### config.mk
export PLATFORM = sky130hd
export DESIGN_NAME = memory_game_sequencer
export DESIGN_NICKNAME = d
export VERILOG_FILES = /design/src/rtl/memory_game_sequencer.sv
export SDC_FILE = /design/constraint.sdc
export NUM_CORES = 1
export LEC_CHECK = 0
export ABC_AREA = 1
export ABC_CLOCK_PERIOD_IN_PS = 2000
export BUFFER_PORTS_ARGS = -buffer_cell sky130_fd_sc_hd__buf_2
export CORE_ASPECT_RATIO = 0.75
export CORE_MARGIN = 10
export CORE_UTILIZATION = 49
export CTS_CLUSTER_SIZE = 8
export DETAILED_ROUTE_END_ITERATION = 10
export PLACE_DENSITY = 0.68
export SETUP_SLACK_MARGIN = 0.5
export SKIP_LAST_GASP = 1
export SYNTH_ARGS = -nofsm -noshare
export SYNTH_HDL_FRONTEND = slang
export SYNTH_SLANG_ARGS = --single-unit
### constraint.sdc
create_clock -name clock -period 2 [get_ports clock]
set_input_delay 0.2 -clock clock [delete_from_list [all_inputs] [get_ports clock]]
set_output_delay 0.2 -clock clock [all_outputs]
set_load 0.005 [all_outputs]
### src/rtl/memory_game_sequencer.sv
// Game-flow controller for the memory game: grows a random symbol pattern,
// plays it out on the LEDs at tick rate, then checks the player's repeat.
module memory_game_sequencer #(
  parameter int         MAX_LEN       = 16,
  parameter int         LVL_W         = 5,
  parameter int         SHOW_TICKS    = 2,
  parameter int         GAP_TICKS     = 1,
  parameter int         TIMEOUT_TICKS = 10,
  parameter logic [7:0] LFSR_SEED     = 8'hA5
) (
  input  logic             clock,
  input  logic             resetn,
  input  logic             tick,
  input  logic             start,
  input  logic [3:0]       btn,
  output logic [3:0]       led,
  output logic [LVL_W-1:0] level,
  output logic [2:0]       state,
  output logic             win,
  output logic             lose,
  output logic             busy
);

  typedef enum logic [2:0] {
    S_IDLE     = 3'd0,
    S_APPEND   = 3'd1,
    S_SHOW_ON  = 3'd2,
    S_SHOW_OFF = 3'd3,
    S_INPUT    = 3'd4,
    S_WIN      = 3'd5,
    S_LOSE     = 3'd6
  } state_t;

  localparam int IDX_W  = (MAX_LEN > 1) ? $clog2(MAX_LEN) : 1;
  localparam int SG_MAX = (SHOW_TICKS > GAP_TICKS) ? SHOW_TICKS : GAP_TICKS;
  localparam int CNT_W  = (SG_MAX > 1) ? $clog2(SG_MAX) : 1;
  localparam int TO_W   = (TIMEOUT_TICKS > 1) ? $clog2(TIMEOUT_TICKS) : 1;

  localparam logic [CNT_W-1:0] SHOW_LAST = CNT_W'(SHOW_TICKS - 1);
  localparam logic [CNT_W-1:0] GAP_LAST  = CNT_W'(GAP_TICKS - 1);
  localparam logic [TO_W-1:0]  TO_LAST   = TO_W'(TIMEOUT_TICKS - 1);
  localparam logic [LVL_W-1:0] MAX_LVL   = LVL_W'(MAX_LEN);

  state_t             state_q, state_d;
  logic [LVL_W-1:0]   level_q, level_d;
  logic [LVL_W-1:0]   idx_q, idx_d;
  logic [CNT_W-1:0]   tick_cnt_q, tick_cnt_d;
  logic [TO_W-1:0]    timeout_cnt_q, timeout_cnt_d;
  logic [7:0]         lfsr_q, lfsr_d;
  logic               win_q, lose_q, busy_q;
  logic               pat_we;
  logic [1:0]         pattern_q [MAX_LEN];

  logic [1:0]         cur_sym;
  logic               btn_ok;
  logic               last_idx;

  // Galois LFSR, right shift, taps 8'hB8; free-running so the pattern
  // depends on when the player presses start.
  assign lfsr_d   = {1'b0, lfsr_q[7:1]} ^ (lfsr_q[0] ? 8'hB8 : 8'h00);

  assign cur_sym  = pattern_q[idx_q[IDX_W-1:0]];
  assign btn_ok   = (btn == (4'b0001 << cur_sym));
  assign last_idx = (idx_q == level_q - LVL_W'(1));

  always_comb begin
    state_d       = state_q;
    level_d       = level_q;
    idx_d         = idx_q;
    tick_cnt_d    = tick_cnt_q;
    timeout_cnt_d = timeout_cnt_q;
    pat_we        = 1'b0;
    case (state_q)
      S_IDLE: begin
        if (start) state_d = S_APPEND;
      end
      S_APPEND: begin
        pat_we     = 1'b1;
        level_d    = level_q + LVL_W'(1);
        idx_d      = '0;
        tick_cnt_d = '0;
        state_d    = S_SHOW_ON;
      end
      S_SHOW_ON: begin
        if (tick) begin
          if (tick_cnt_q == SHOW_LAST) begin
            tick_cnt_d = '0;
            state_d    = S_SHOW_OFF;
          end else begin
            tick_cnt_d = tick_cnt_q + CNT_W'(1);
          end
        end
      end
      S_SHOW_OFF: begin
        if (tick) begin
          if (tick_cnt_q == GAP_LAST) begin
            tick_cnt_d = '0;
            if (last_idx) begin
              idx_d         = '0;
              timeout_cnt_d = '0;
              state_d       = S_INPUT;
            end else begin
              idx_d   = idx_q + LVL_W'(1);
              state_d = S_SHOW_ON;
            end
          end else begin
            tick_cnt_d = tick_cnt_q + CNT_W'(1);
          end
        end
      end
      S_INPUT: begin
        // A press in the same cycle as a tick wins; the tick is dropped.
        if (btn != 4'b0000) begin
          if (btn_ok) begin
            timeout_cnt_d = '0;
            if (!last_idx)               idx_d   = idx_q + LVL_W'(1);
            else if (level_q == MAX_LVL) state_d = S_WIN;
            else                         state_d = S_APPEND;
          end else begin
            state_d = S_LOSE;
          end
        end else if (tick) begin
          if (timeout_cnt_q == TO_LAST) state_d = S_LOSE;
          else timeout_cnt_d = timeout_cnt_q + TO_W'(1);
        end
      end
      S_WIN, S_LOSE: begin
        if (start) begin
          level_d = '0;
          state_d = S_APPEND;
        end
      end
      default: state_d = S_IDLE;
    endcase
  end

  always_ff @(posedge clock or negedge resetn) begin
    if (!resetn) begin
      state_q       <= S_IDLE;
      level_q       <= '0;
      idx_q         <= '0;
      tick_cnt_q    <= '0;
      timeout_cnt_q <= '0;
      lfsr_q        <= LFSR_SEED;
      win_q         <= 1'b0;
      lose_q        <= 1'b0;
      busy_q        <= 1'b0;
    end else begin
      state_q       <= state_d;
      level_q       <= level_d;
      idx_q         <= idx_d;
      tick_cnt_q    <= tick_cnt_d;
      timeout_cnt_q <= timeout_cnt_d;
      lfsr_q        <= lfsr_d;
      win_q         <= (state_d == S_WIN);
      lose_q        <= (state_d == S_LOSE);
      busy_q        <= (state_d == S_APPEND) || (state_d == S_SHOW_ON) ||
                       (state_d == S_SHOW_OFF) || (state_d == S_INPUT);
    end
  end

  // Pattern contents need no reset: every entry is written before it is read.
  always_ff @(posedge clock) begin
    if (pat_we) pattern_q[level_q[IDX_W-1:0]] <= lfsr_q[1:0];
  end

  always_comb begin
    led = 4'b0000;
    case (state_q)
      S_SHOW_ON: led = 4'b0001 << cur_sym;
      S_INPUT:   led = btn;
      S_WIN:     led = 4'b1111;
      default:   led = 4'b0000;
    endcase
  end

  assign state = state_q;
  assign level = level_q;
  assign win   = win_q;
  assign lose  = lose_q;
  assign busy  = busy_q;

endmodule
==> insert_results.sql, run 1 <==
INSERT INTO impl_metrics (metric_group, metric, value, unit) VALUES
('run_status', 'outcome', 'complete, but fails checks', ''),
('run_status', 'failed_checks', 'setup timing', ''),
('worst_setup_path', 'cp_common_cell', 'nand2_2', ''),
('placed_design', 'gp_routability_congestion', '0.932', ''),
('finish', 'final_layout_size_suffix_gt1_frac', '0.408', ''),
('finish', 'final_design_area_no_fill', '4770', 'um2'),
('timing', 'hold_viol_final', '0', ''),
('timing', 'setup-tns-final', '-3860', 'ps'),
('global_routing', 'globalRouteMet1Util', '0.249', ''),
('timing', 'worst_slew_pin_slew', '649', 'ps'),
('timing', 'setup_violations', '18', ''),
('worst_setup_path', 'timing.critical_path.cells', 'clkinv_4 -> buf_8 -> nand2_4 -> nand2_2 -> nand2_2 -> nand3_4 -> inv_4 -> nor2_4 -> nor2_4 -> nand2_2 -> nand2_2 -> nand2_2 -> nor2_4 -> nand2_4 -> o21ai_4 -> nand2_4 -> nand2_2 -> nand2_2', ''),
('timing', 'worst_slack', '-285', 'ps'),
('clock_network', 'cts.root.buffer_cell', 'clkbuf_8', ''),
('timing', 'maxClockFrequency', '0.438', 'GHz'),
('finish', 'fin_util', '0.698', ''),
('synth', 'syn_area_per_cell', '7.96', 'um2'),
('drt', 'drtPass1Iterations', '5', ''),
('synth', 'number_of_flip_flops_and_latches_in_the_synthesized_netlist', '61', ''),
('pwr', 'p_leak', '2.23', 'nW'),
('finish', 'layout_commonest_cell', 'nand2_1', ''),
('pwr', 'power.sequential.fraction', '0.279', ''),
('floorplanning', 'die-height', '92.6', 'um'),
('global_routing', 'first_global_vias', '3138', ''),
('global_routing', 'met3_usage', '0.0458', ''),
('synth', 'proportion_of_synthesized_chip_area_in_sequential_cells', '0.492', ''),
('timing', 'finalCriticalPeriod', '2290', 'ps'),
('timing', 'skew', '8.49', 'ps'),
('run', 'maxCapViolCount', '0', ''),
('pwr', 'power.combinational.fraction', '0.561', ''),
('floorplanning', 'coreArea', '6830', 'um2'),
('synth', 'postSynthCellCount', '432', ''),
('worst_setup_path', 'worstSetupEndpointType', 'register', ''),
('floorplanning', 'core.rowCount', '26', ''),
('clock_network', 'cts_num_sinks', '61', ''),
('clock_network', 'cts_inserted_buffers', '9', ''),
('worst_setup_path', 'timing.setup.critical_path_class', 'register to register', ''),
('drt', 'detail_route.vias_per_cell', '5.28', ''),
('synth', 'synthDistinctLibCells', '33', ''),
('global_routing', 'overflow_after_grt', '0', ''),
('drt', 'postRouteWirelength', '9580', 'um'),
('finish', 'finalNonFillerCells', '608', ''),
('placed_design', 'placedCellCount', '564', ''),
('timing', 'maxSlewHeadroom', '0.567', ''),
('pwr', 'power_density_cells', '1180', 'nW/um2'),
('placed_design', 'place_area', '3910', 'um2'),
('pwr', 'ir_drop', '0.972', 'mV'),
('timing', 'rsz0062_at_grt', 'yes', ''),
('worst_setup_path', 'largest_stage_delay_on_the_critical_path', '480', 'ps'),
('timing', 'timing.final.crit_share', '1.14', ''),
('clock_network', 'cts-root-to-sink-buffers', '2', ''),
('finish', 'diodes', '0', ''),
('finish', 'area_growth_from_synthesis_to_layout', '38.6', '%'),
('pwr', 'pint', '3.21', 'mW'),
('synth', 'synthesis.yosys.warnings', '0', ''),
('drt', 'post-route-drc-count', '0', ''),
('synth', 'synthFlopType', 'edfxtp_1', ''),
('global_routing', 'grt.busiest_layer', 'met2', ''),
('drt', 'drt-wirelength-per-cell', '15.8', 'um'),
('finish', 'commonest_non_fill_non_tap_cells_in_the_layout', 'nand2_1 (84), inv_1 (64), buf_4 (43)', ''),
('worst_setup_path', 'timing.critical_path.arrival', '2520', 'ps'),
('drt', 'initialDrtViolationCount', '235', ''),
('synth', 'async_reset_ff_frac', '0.475', ''),
('global_routing', 'globalRouteTotalUtil', '0.180', ''),
('finish', 'final.fill_count', '520', ''),
('min_path', 'hold_path.class', 'primary input to register', ''),
('global_routing', 'grt_max_degree', '30', ''),
('clock_network', 'cts.htree.levels', '3', ''),
('worst_setup_path', 'worst-endpoint-required', '2240', 'ps'),
('clock_network', 'clkLatencyLatePin', '340', 'ps'),
('global_routing', 'grt_pass1_wl', '15300', 'um');
==> registers in the layout, indices dropped and copies added (netlist names) <==
signal and count:
pattern_q 32, lfsr_q 8, idx_q 5, level 5
timeout_cnt_q 4, state 3, busy 1, lose 1
tick_cnt_q 1, win 1
==> power groups by stage <==
stage          registers, mW  logic, mW  clock network, mW
4_1_cts                 1.56       2.82              0.914
5_1_grt                 1.58       3.43              0.971
2_1_floorplan           1.58       1.40                  0
6_report                1.57       3.16              0.899
3_5_place_dp            1.56       2.20                  0
3_3_place_gp            1.56       2.14                  0
==> logic make-up (layout without fill, tap and decap cells) <==
logic type      count (synthesis)  count (layout)  synth area share
compound gates                 32              32            0.0622
xor+xnor                        9               9            0.0229
fa+ha+maj                       7               7            0.0255
buf+inv                        85             177            0.0982
flops                          61              61             0.492
simple gates                  238             238             0.299
==> metrics by stage <==
step / setup WS [ps] / total power [mW]
2_1_floorplan: 49.5 / 2.97
3_3_place_gp: -96.9 / 3.70
3_5_place_dp: -192 / 3.76
4_1_cts: -173 / 5.30
5_1_grt: -437 / 5.99
6_report: -285 / 5.63
==> layout make-up <==
class                      count  area [um2]  area share
tap                           84         105      0.0220
multi-input combinational    286        1880       0.393
timing repair inverter         1        3.75    0.000787
timing repair buffer          82         627       0.131
sequential                    61        1700       0.356
clock inverter                 3        13.8     0.00289
inverter                      79         312      0.0653
clock buffer                  12         135      0.0283
==> path summary, 6_finish.rpt <==
check                          start                to  slack, ps  cells past startpoint
max                         idx_q[0]          idx_q[4]       -290                     18
min                            start          level[4]        260                      4
max reg2reg                 idx_q[0]          idx_q[4]       -290                     18
min reg2reg                lfsr_q[3]         lfsr_q[2]        360                      0
max in group asynchronous     resetn          state[1]       1110                      2
min in group asynchronous     resetn  timeout_cnt_q[1]        420                      2
==> what timing repair did <==
action,4_1_cts,5_1_grt
hold endpoints to repair,25,0
buffers inserted,16,9
resized for setup,99,46
endpoints found under the setup margin,54,56
gates cloned,3,0
hold buffers,1,0
pin swaps,22,25
==> per-layer routing <==
metal / wire length, um / vias to the layer above
met1: 4470 / 1548
li1: - / 1545
met5: 0 / -
met2: 4360 / 101
met3: 597 / 18
met4: 147 / 0
==> cell usage after synthesis (all sizes together), types with 2 or more instances <==
cell type,instances,share of area
dfstp,4,0.031
buf,6,0.012
o221ai,4,0.010
nand4,4,0.0073
nand2,125,0.14
xor2,9,0.023
ha,7,0.025
edfxtp,32,0.28
or2,3,0.0055
o211ai,2,0.0044
a21oi,6,0.0087
dfrtp,25,0.18
o21ai,15,0.025
nor4,2,0.0036
inv,79,0.086
a21boi,2,0.0076
nor2,58,0.073
nand3,41,0.060
nor3,4,0.0058
==> critical path: cells and delay by family (launching register included) <==
kind                   cells  cell delay, ps
flip-flops                 1             480
buffers and inverters      3             320
AO/OA/AOI/OAI              1             250
AND/OR/NAND/NOR           14            1140
(Power assumes the default switching activity.)
==> inputs of run 2 (changes only) <==
--- a/config.mk
+++ b/config.mk
@@ -10,10 +10,10 @@
 export BUFFER_PORTS_ARGS = -buffer_cell sky130_fd_sc_hd__buf_2
 export CORE_ASPECT_RATIO = 0.75
 export CORE_MARGIN = 10
-export CORE_UTILIZATION = 49
+export CORE_UTILIZATION = 35
 export CTS_CLUSTER_SIZE = 8
 export DETAILED_ROUTE_END_ITERATION = 10
-export PLACE_DENSITY = 0.68
+export PLACE_DENSITY = 0.52
 export SETUP_SLACK_MARGIN = 0.5
 export SKIP_LAST_GASP = 1
 export SYNTH_ARGS = -nofsm -noshare
==> run 2 against run 1 <==
The flow still finishes with violations (setup timing). Total power is 12% higher. Wire length is 2.0% lower. First-iteration DRC count is 17% lower. Setup slack better by 52 ps. Clock skew is 3.7 ps lower. Combinational power is 6% lower. Register-to-register slack better by 50 ps. Global-route usage is 4.5 points lower. Critical endpoint unchanged. Clock power is 99% higher. Design area is 1.7% higher.
==> insert_results.sql, run 2 (same netlist as run 1, synthesis figures left out) <==
INSERT INTO impl_metrics (metric_group, metric, value, unit) VALUES
('finish', 'commonest_non_fill_non_tap_cells_in_the_layout', 'nand2_1 (95), inv_1 (65), buf_4 (42)', ''),
('pwr', 'power_density_cells', '1300', 'nW/um2'),
('finish', 'multi_input_comb_area', '1760', 'um2'),
('worst_setup_path', 'startpoint_type', 'register', ''),
('clock_network', 'cts.htree.levels', '3', ''),
('finish', 'final_layout_size_suffix_gt1_frac', '0.363', ''),
('drt', 'drtPass1Iterations', '5', ''),
('placed_design', 'dp_slack', '-219', 'ps'),
('placed_design', 'dpl.hpwl', '6700', 'um'),
('worst_setup_path', 'critPathTopFamily', 'simple AND/OR/NAND/NOR gates', ''),
('worst_setup_path', 'cp_common_cell', 'nand2_1', ''),
('run', 'maxCapViolCount', '0', ''),
('drt', 'drt-wirelength-per-cell', '14.4', 'um'),
('pwr', 'total_power', '6.33', 'mW'),
('floorplanning', 'floorplan.die_area', '14200', 'um2'),
('pwr', 'power.sequential.fraction', '0.246', ''),
('timing', 'worst_slew_pin_slew', '673', 'ps'),
('drt', 'detail_route.vias_per_cell', '4.58', ''),
('finish', 'nNetsFinal', '528', ''),
('timing', 'finalCriticalPeriod', '2230', 'ps'),
('worst_setup_path', 'crit_path_top_delay_cell', 'dfrtp_2', ''),
('drt', 'ant_nets', '0', ''),
('timing', 'report.final.slew_viol_count', '0', ''),
('pwr', 'sw_frac_of_total', '0.384', ''),
('global_routing', 'globalRouteMet1Util', '0.203', ''),
('placed_design', 'gp_routability_congestion', '0.833', ''),
('worst_setup_path', 'worst-endpoint-required', '2220', 'ps'),
('pwr', 'ir_drop', '0.931', 'mV'),
('finish', 'diodes', '0', ''),
('min_path', 'hold_path.class', 'primary input to register', ''),
('drt', 'initialDrtViolationCount', '195', ''),
('timing', 'rsz0062_at_grt', 'yes', ''),
('worst_setup_path', 'largest_stage_delay_on_the_critical_path', '480', 'ps'),
('timing', 'maxClockFrequency', '0.448', 'GHz'),
('drt', 'post-route-drc-count', '0', ''),
('timing', 'hold_viol_final', '0', ''),
('pwr', 'p_leak', '2.26', 'nW'),
('pwr', 'pint', '3.90', 'mW'),
('placed_design', 'io_buffers', '22', ''),
('global_routing', 'grt_max_degree', '30', ''),
('floorplanning', 'core.rowCount', '31', ''),
('clock_network', 'tritoncts', 'built', ''),
('clock_network', 'cts_inserted_buffers', '9', ''),
('pwr', 'power.combinational.fraction', '0.470', ''),
('global_routing', 'globalRouteTotalUtil', '0.135', ''),
('placed_design', 'placedCellCount', '616', ''),
('finish', 'area_growth_from_synthesis_to_layout', '41.0', '%'),
('run_status', 'outcome', 'complete, but fails checks', ''),
('global_routing', 'overflow_after_grt', '0', ''),
('floorplanning', 'dieWidth', '134', 'um'),
('timing', 'setup-tns-final', '-2770', 'ps'),
('clock_network', 'cts-root-to-sink-buffers', '2', ''),
('worst_setup_path', 'worstSetupEndpointType', 'register', ''),
('run_status', 'failed_checks', 'setup timing', ''),
('worst_setup_path', 'timing.setup.critical_path_class', 'register to register', ''),
('global_routing', 'grt.busiest_layer', 'met1', ''),
('floorplanning', 'floorplan.initialDensity', '0.358', ''),
('floorplanning', 'coreArea', '9620', 'um2'),
('floorplanning', 'floorplan.io_pins', '23', ''),
('finish', 'final.fill_count', '954', ''),
('clock_network', 'path_clk_slew', '60', 'ps'),
('finish', 'final_design_area_no_fill', '4850', 'um2'),
('placed_design', 'place_area', '4000', 'um2'),
('finish', 'regArea', '1690', 'um2'),
('finish', 'layout_commonest_cell', 'nand2_1', ''),
('timing', 'maxSlewHeadroom', '0.551', ''),
('global_routing', 'met3_usage', '0.0361', ''),
('drt', 'num_vias', '2979', ''),
('global_routing', 'number_of_antenna_violations_at_the_first_check_in_global_routing', '0', ''),
('clock_network', 'cts.root.buffer_cell', 'clkbuf_16', ''),
('timing', 'timing.final.crit_share', '1.12', ''),
('worst_setup_path', 'timing.critical_path.arrival', '2450', 'ps'),
('floorplanning', 'die-height', '106', 'um'),
('pwr', 'switchingPower', '2.43', 'mW'),
('finish', 'flip_flop_count_of_the_largest_register_after_layout', '32', ''),
('timing', 'worst_slack', '-233', 'ps'),
('global_routing', 'globalRouteMet2Util', '0.178', ''),
('worst_setup_path', 'timing.critical_path.cells', 'buf_6 -> nor2_2 -> nor2_1 -> nand2_1 -> nand2_1 -> nand2_1 -> nand2_2 -> nor2_4 -> nand2_2 -> nand2_1 -> nand2_2 -> nor2_4 -> nand2_4 -> o21ai_4 -> nand2_4 -> nand2_1 -> nand2_1', ''),
('finish', 'finalNonFillerCells', '650', ''),
('timing', 'skew', '4.77', 'ps'),
('drt', 'postRouteWirelength', '9390', 'um'),
('timing', 'setup_violations', '18', ''),
('worst_setup_path', 'critical_path_buf_inv_count', '1', ''),
('clock_network', 'cts_num_sinks', '61', ''),
('pwr', 'clockPowerShare', '0.284', ''),
('global_routing', 'first_global_vias', '2914', ''),
('global_routing', 'grt_pass1_wl', '15100', 'um'),
('clock_network', 'clkLatencyLatePin', '330', 'ps'),
('worst_setup_path', 'critical_path_peak_fanout', '6', '');
[run 2: stage by stage]
stage	hold WS, ps	utilization
3_3_place_gp	270	0.415
4_1_cts	229	0.482
5_1_grt	274	0.504
3_5_place_dp	273	0.415
6_report	235	0.504
2_1_floorplan	-95.6	-
[run 2: worst min-delay path, cell delays in order]
cell and delay, ps:
buf_2 110, inv_1 80, nor2_2 60, nor2_1 80
[run 2: final timing paths]
check / endpoint / slack (ps) / cells after the start / startpoint
max: idx_q[4] / -230 / 17 / idx_q[0]
min: level[4] / 230 / 4 / start
max reg2reg: idx_q[4] / -230 / 17 / idx_q[0]
min reg2reg: lfsr_q[2] / 350 / 0 / lfsr_q[3]
max in group asynchronous: idx_q[0] / 1070 / 2 / resetn
min in group asynchronous: timeout_cnt_q[0] / 460 / 2 / resetn
[run 2: what timing repair did]
item                                    in CTS  in global routing
endpoints found under the setup margin      54                 46
resized for setup                           60                 42
endpoints found under the hold margin       25                  0
buffers inserted                            10                  4
cloned                                       2                  1
pin swaps                                   22                 20
hold buffers                                 1                  0
[run 2: power groups by stage]
stage          registers [mW]  clock network [mW]  logic (mW)
2_1_floorplan            1.58                   0        1.40
3_3_place_gp             1.57                   0        2.25
3_5_place_dp             1.57                   0        2.28
4_1_cts                  1.55                1.84        2.69
5_1_grt                  1.57                1.89        3.27
6_report                 1.56                1.79        2.97
[run 2: area by class of cell]
type	count	share of cell area
Sequential cell	61	0.349
Clock buffer	10	0.0472
Multi-Input combinational cell	286	0.363
Tap cell	132	0.0340
Inverter	79	0.0635
Timing Repair inverter	1	0.00129
Clock inverter	6	0.0230
Timing Repair Buffer	75	0.118
[run 2: metal layers]
| layer | share of wire | vias up |
|---|---|---|
| met5 | 0 | - |
| met4 | 0.016 | 0 |
| met3 | 0.045 | 14 |
| met2 | 0.41 | 46 |
| met1 | 0.53 | 1385 |
| li1 | - | 1534 |
